`src/rtl/perspective_projector_pkg.sv`:
```
// Shared state encoding and fixed-point helpers for the perspective projector.
package projector_pkg;

  typedef enum logic [1:0] {
    IDLE   = 2'd0,
    DIVIDE = 2'd1,
    SCALE  = 2'd2,
    OUTPUT = 2'd3
  } state_t;

  localparam int unsigned FIX_W = 16;
  localparam logic signed [FIX_W-1:0] MAX_POS = 16'sh7FFF;
  localparam logic signed [FIX_W-1:0] MIN_NEG = 16'sh8000;

  // Clamp a wide signed value into the signed range of a w-bit word.
  function automatic logic signed [63:0] saturate(input logic signed [63:0] v,
                                                  input int unsigned w);
    logic signed [63:0] hi;
    logic signed [63:0] lo;
    hi = (64'sd1 <<< (w - 1)) - 64'sd1;
    lo = -(64'sd1 <<< (w - 1));
    if (v > hi) return hi;
    if (v < lo) return lo;
    return v;
  endfunction

endpackage

```
`src/rtl/perspective_projector_divider.sv`:
```
// Restoring divider: 2*WIDTH-bit dividend over WIDTH-bit divisor, one quotient bit per cycle.
module serial_divider #(
  parameter int unsigned WIDTH = 16
) (
  input  logic               clk_in,
  input  logic               rst_in,
  input  logic               start,
  input  logic [2*WIDTH-1:0] dividend,
  input  logic [WIDTH-1:0]   divisor,
  output logic [WIDTH-1:0]   quotient,
  output logic               overflow,
  output logic               done
);

  localparam int unsigned CW = $clog2(WIDTH);

  logic [WIDTH-1:0] rem;
  logic [WIDTH-1:0] low;
  logic [WIDTH-1:0] q;
  logic [CW-1:0]    cnt;
  logic             busy;
  logic             hi_ovf;
  logic [WIDTH:0]   shifted;
  logic [WIDTH:0]   trial;

  always_comb begin
    shifted = {rem, low[WIDTH-1]};
    trial   = shifted - {1'b0, divisor};
  end

  // An upper dividend half >= divisor means the quotient cannot fit in WIDTH bits.
  always_ff @(posedge clk_in or negedge rst_in) begin
    if (!rst_in) begin
      rem    <= '0;
      low    <= '0;
      q      <= '0;
      cnt    <= '0;
      busy   <= 1'b0;
      hi_ovf <= 1'b0;
      done   <= 1'b0;
    end else begin
      done <= 1'b0;
      if (start) begin
        rem    <= dividend[2*WIDTH-1:WIDTH];
        low    <= dividend[WIDTH-1:0];
        q      <= '0;
        cnt    <= '0;
        busy   <= 1'b1;
        hi_ovf <= (dividend[2*WIDTH-1:WIDTH] >= divisor);
      end else if (busy) begin
        rem <= trial[WIDTH] ? shifted[WIDTH-1:0] : trial[WIDTH-1:0];
        q   <= {q[WIDTH-2:0], ~trial[WIDTH]};
        low <= {low[WIDTH-2:0], 1'b0};
        cnt <= cnt + CW'(1);
        if (cnt == CW'(WIDTH - 1)) begin
          busy <= 1'b0;
          done <= 1'b1;
        end
      end
    end
  end

  assign quotient = q;
  assign overflow = hi_ovf | q[WIDTH-1];

endmodule

```
`src/rtl/perspective_projector.sv`:
```
// Projects a sphere centre to screen space with near-plane culling and saturated outputs.
module perspective_projector
  import projector_pkg::*;
#(
  parameter int unsigned      WIDTH         = 16,
  parameter int unsigned      FRAC          = 8,
  parameter logic [WIDTH-1:0] FOCAL         = 16'h4000,
  parameter logic [WIDTH-1:0] SCREEN_CX     = 16'h5000,
  parameter logic [WIDTH-1:0] SCREEN_CY     = 16'h3C00,
  parameter logic [WIDTH-1:0] SPHERE_RADIUS = 16'h0200,
  parameter logic [WIDTH-1:0] NEAR_Z        = 16'h0080
) (
  input  logic             clk_in,
  input  logic             rst_in,
  input  logic [WIDTH-1:0] x_in,
  input  logic [WIDTH-1:0] y_in,
  input  logic [WIDTH-1:0] z_in,
  input  logic             data_valid_in,
  output logic             ready_out,
  input  logic             rasterizer_ready,
  output logic [WIDTH-1:0] center_x_out,
  output logic [WIDTH-1:0] center_y_out,
  output logic [WIDTH-1:0] depth_out,
  output logic [WIDTH-1:0] radius_out,
  output logic             data_valid_out,
  output logic             culled_out
);

  localparam logic [2*WIDTH-1:0] DIVIDEND = {{WIDTH{1'b0}}, FOCAL} << FRAC;
  localparam logic [WIDTH-1:0]   K_MAX    = {1'b0, {(WIDTH-1){1'b1}}};

  state_t                  state;
  logic signed [WIDTH-1:0] x_r, y_r, z_r, k_r;
  logic                    accept, cull, div_start;
  logic [WIDTH-1:0]        div_q;
  logic                    div_ovf, div_done;

  logic signed [2*WIDTH-1:0] px, py, pr;
  logic signed [63:0]        sx, sy, sr;
  logic [WIDTH-1:0]          cx_next, cy_next, r_next;

  assign ready_out = (state == IDLE);
  assign accept    = ready_out & data_valid_in;
  assign cull      = (signed'(z_in) <= signed'(NEAR_Z));
  assign div_start = accept & ~cull;

  serial_divider #(.WIDTH(WIDTH)) u_div (
    .clk_in   (clk_in),
    .rst_in   (rst_in),
    .start    (div_start),
    .dividend (DIVIDEND),
    .divisor  (z_in),
    .quotient (div_q),
    .overflow (div_ovf),
    .done     (div_done)
  );

  // Products are formed at double width, shifted arithmetically, then widened for clamping.
  always_comb begin
    px      = (2*WIDTH)'(x_r) * (2*WIDTH)'(k_r);
    py      = (2*WIDTH)'(y_r) * (2*WIDTH)'(k_r);
    pr      = (2*WIDTH)'(signed'(SPHERE_RADIUS)) * (2*WIDTH)'(k_r);
    sx      = 64'(signed'(SCREEN_CX)) + 64'(px >>> FRAC);
    sy      = 64'(signed'(SCREEN_CY)) - 64'(py >>> FRAC);
    sr      = 64'(pr >>> FRAC);
    cx_next = WIDTH'(saturate(sx, WIDTH));
    cy_next = WIDTH'(saturate(sy, WIDTH));
    r_next  = WIDTH'(saturate(sr, WIDTH));
  end

  always_ff @(posedge clk_in or negedge rst_in) begin
    if (!rst_in) begin
      state          <= IDLE;
      x_r            <= '0;
      y_r            <= '0;
      z_r            <= '0;
      k_r            <= '0;
      center_x_out   <= '0;
      center_y_out   <= '0;
      depth_out      <= '0;
      radius_out     <= '0;
      data_valid_out <= 1'b0;
      culled_out     <= 1'b0;
    end else begin
      culled_out <= 1'b0;
      case (state)
        IDLE: begin
          if (accept) begin
            if (cull) begin
              culled_out <= 1'b1;
            end else begin
              x_r   <= signed'(x_in);
              y_r   <= signed'(y_in);
              z_r   <= signed'(z_in);
              state <= DIVIDE;
            end
          end
        end
        DIVIDE: begin
          if (div_done) begin
            k_r   <= div_ovf ? signed'(K_MAX) : signed'(div_q);
            state <= SCALE;
          end
        end
        SCALE: begin
          center_x_out   <= cx_next;
          center_y_out   <= cy_next;
          radius_out     <= r_next;
          depth_out      <= z_r;
          data_valid_out <= 1'b1;
          state          <= OUTPUT;
        end
        OUTPUT: begin
          if (rasterizer_ready) begin
            data_valid_out <= 1'b0;
            state          <= IDLE;
          end
        end
        default: state <= IDLE;
      endcase
    end
  end

endmodule

```
`config.mk`:
```
export PLATFORM = sky130hd
export DESIGN_NAME = perspective_projector
export DESIGN_NICKNAME = d
export VERILOG_FILES = /design/src/rtl/perspective_projector_pkg.sv /design/src/rtl/perspective_projector_divider.sv /design/src/rtl/perspective_projector.sv
export SDC_FILE = /design/constraint.sdc
export NUM_CORES = 2
export LEC_CHECK = 0
export CAP_MARGIN = 10
export CELL_PAD_IN_SITES_DETAIL_PLACEMENT = 1
export CELL_PAD_IN_SITES_GLOBAL_PLACEMENT = 1
export CORE_ASPECT_RATIO = 0.5
export CORE_MARGIN = 2
export CORE_UTILIZATION = 55
export CTS_CLUSTER_DIAMETER = 30
export DETAILED_ROUTE_END_ITERATION = 8
export DONT_BUFFER_PORTS = 1
export PLACE_DENSITY_LB_ADDON = 0.08
export SLEW_MARGIN = 5
export SYNTH_ARGS = -nofsm -noshare
export SYNTH_HDL_FRONTEND = slang
export SYNTH_SLANG_ARGS = --single-unit
```
`constraint.sdc`:
```
create_clock -name clk_in -period 13.7 [get_ports clk_in]
set_clock_uncertainty 0.15 [all_clocks]
set_input_delay 2.74 -clock clk_in [delete_from_list [all_inputs] [get_ports clk_in]]
set_output_delay 2.74 -clock clk_in [all_outputs]
set_load 0.05 [all_outputs]
```
==> qor.yml <==
crit_end: "center_y_out[7]"
crit_start: "k_r[15]"
finalSetupViolCount: 0
synth_edf_count: 0
postSynth.asyncResetShare: 1.00
drc: 0
min_path_type: "flop to flop"
firstDrtPassIters: 7
worst-r2r-cell-count: 24
num_rows: 59
holdPathStages: 1
cts.clk_slew.worst_paths_ns: 0.09
post-route-util: 0.577
hp-start: "z_r[12]"
period_needed_ns: 9.14
antenna_left: 0
dp.cells: 3652
nNetsFinal: 3727
cts-root-buf: "clkbuf_16"
synthFlopType: "dfrtp_1"
core_um2: 51900
yosys_warnings: 0
grt_pass1_wl_mm: 132
first_global_vias: 24100
drv_cap: 0
synth.distinct_cells: 100
grt_use_total: 0.309
dieArea_um2: 54400
cp.arrival_ns: 9.29
wirelength_mm: 79.9
fin_cells: 3688
synth_seq_cells: 171
place_congestion: 0.853
synth-seq-area-share: 0.148
slew_violations: 0
clock_path_buffers: 2
hold_viol_final: 0
h-tree-depth: 4
rsz0062_at_grt: "false"
max_freq_ghz: 0.109
finalSetupTns_ns: 0
pin_count: 119
max_slew_margin: 0.312
syn_inst: 3062
reg2reg_to: "center_y_out[7]"
grt_max_degree: 172
cts_tree: "built"
final_layout_size_suffix_gt1_frac: 0.0587
startpoint_type: "flop"
portBuffers: 0
synth_nets: 3819
endpoint_kind: "flop"
clock_latency_ns: 0.48
crit_fanout: 16
holdWs_ns: 0.350
post_drt_via_cell_ratio: 5.70
numCtsBuffers: 17
via_count: 21000
fp.dieW_um: 328
drt-initial-drc-count: 1224
syn_area_um2: 28800
cts_sinks: 171
critical_path_class: "flop to flop"
tightest_slew_ns: 1.03
outcome: "finished clean"
cts_setup_buffers: 0
cts_hold_buf: 0
fp.dieH_um: 166
post_drt_wl_per_cell_um: 21.7
min_period_over_period: 0.667
crit_required_ns: 13.86
r2r_slack_ns: 4.56
r2r_start: "k_r[15]"
grt_overflow_total: 0
grt_antenna_before_repair: 5
start_util: 0.555
hpwl_mm: 61.4
area_delta_synth_final_pct: 3.90
cts-resized-gates: 0
synth_area_per_cell_um2: 9.41
==> final cells by class <==
cell class / count / area, um2
clock buffers: 18 / 439
inverters: 640 / 2400
repair buffers: 28 / 210
well taps: 701 / 877
flip-flops and latches: 171 / 4280
clock inverters: 14 / 141
fillers: 5865 / 22000
diodes: 4 / 10.0
multi-input cells: 2112 / 21600
==> metal layers <==
layer | global-route usage | wire [um]
met1 | 0.420 | 35200
met2 | 0.516 | 38500
met4 | 0.0706 | 1580
met3 | 0.0596 | 4610
met5 | 0 | 13
==> synth_stat cells, types with 6 or more instances <==
cell,number,area (um2)
a211o_1,9,78.8
a211oi_1,26,195
a21o_1,18,135
a21oi_1,92,460
a31oi_1,11,68.8
and2_1,242,1510
and3_1,11,68.8
clkbuf_1,122,458
dfrtp_1,171,4280
fa_1,523,10500
ha_1,182,2280
inv_1,639,2400
mux2_2,67,754
mux2i_1,37,370
nand2_1,298,1120
nand2b_1,18,113
nand3_1,27,135
nand4_1,19,119
nor2_1,139,522
nor2b_1,14,87.6
nor3_1,26,130
nor3b_1,6,45.0
nor4_1,10,62.6
o2111ai_1,6,52.6
o211ai_1,17,128
o21a_1,15,113
o21ai_0,51,255
o21ai_2,11,96.3
o22a_1,15,131
o31ai_1,6,45.0
or3_1,6,37.5
or4_1,6,45.0
xnor2_1,60,526
xor2_1,22,193
==> cell families after synthesis <==
logic type	after synthesis	share of synthesized area
flops	171	0.148
compound gates	364	0.0908
buf+inv	779	0.103
fa+ha+maj	706	0.443
mux	104	0.0390
xor+xnor	85	0.0271
simple gates	853	0.149
==> worst max-delay path, stage by stage, from the launching register on <==
cell	delay, ns
dfrtp_1	0.72
clkinv_1	0.51
buf_4	0.39
nor2_1	0.16
fa_1	0.45
fa_1	0.46
fa_1	0.53
fa_1	0.43
fa_1	0.50
inv_1	0.06
fa_1	0.49
inv_1	0.05
ha_1	0.39
a21oi_1	0.34
o21a_1	0.27
o31a_4	0.21
o21ai_2	0.13
o41ai_2	0.42
xnor2_1	0.20
nor4_1	0.60
nand2_1	0.20
nor4_1	0.33
o2111ai_2	0.19
o211ai_2	0.61
o21ai_0	0.18
==> cell usage in the layout (no fill, tap or decap), drive strengths merged, types with 20 or more instances in the layout <==
cell type / count
mux2i: 37
ha: 182
mux2: 67
and2: 243
fa: 523
o21ai: 67
xor2: 23
nor2: 141
inv: 649
nand4: 20
nand2: 298
buf: 28
nand3: 27
xnor2: 60
a21oi: 94
nor3: 26
a211oi: 28
dfrtp: 171
==> per-stage QoR <==
stage                     setup WS [ns]  instance area [um2]
after floorplan                    6.02                28800
after global placement             4.87                29400
after detailed placement           4.63                29400
after CTS                          4.64                29900
after global routing               3.93                29900
final                              4.56                29900
==> worst min path at each step <==
| stage | to |
|---|---|
| finish | depth_out[12] |
| global route | u_div.hi_ovf |
| CTS | depth_out[12] |
| detailed placement | z_r[15] |
| global placement | z_r[15] |
| floorplan | z_r[15] |
Power is left out: the tool's default activity adds up to more than one toggle a clock period on the data nets, which glitch-free logic cannot reach.
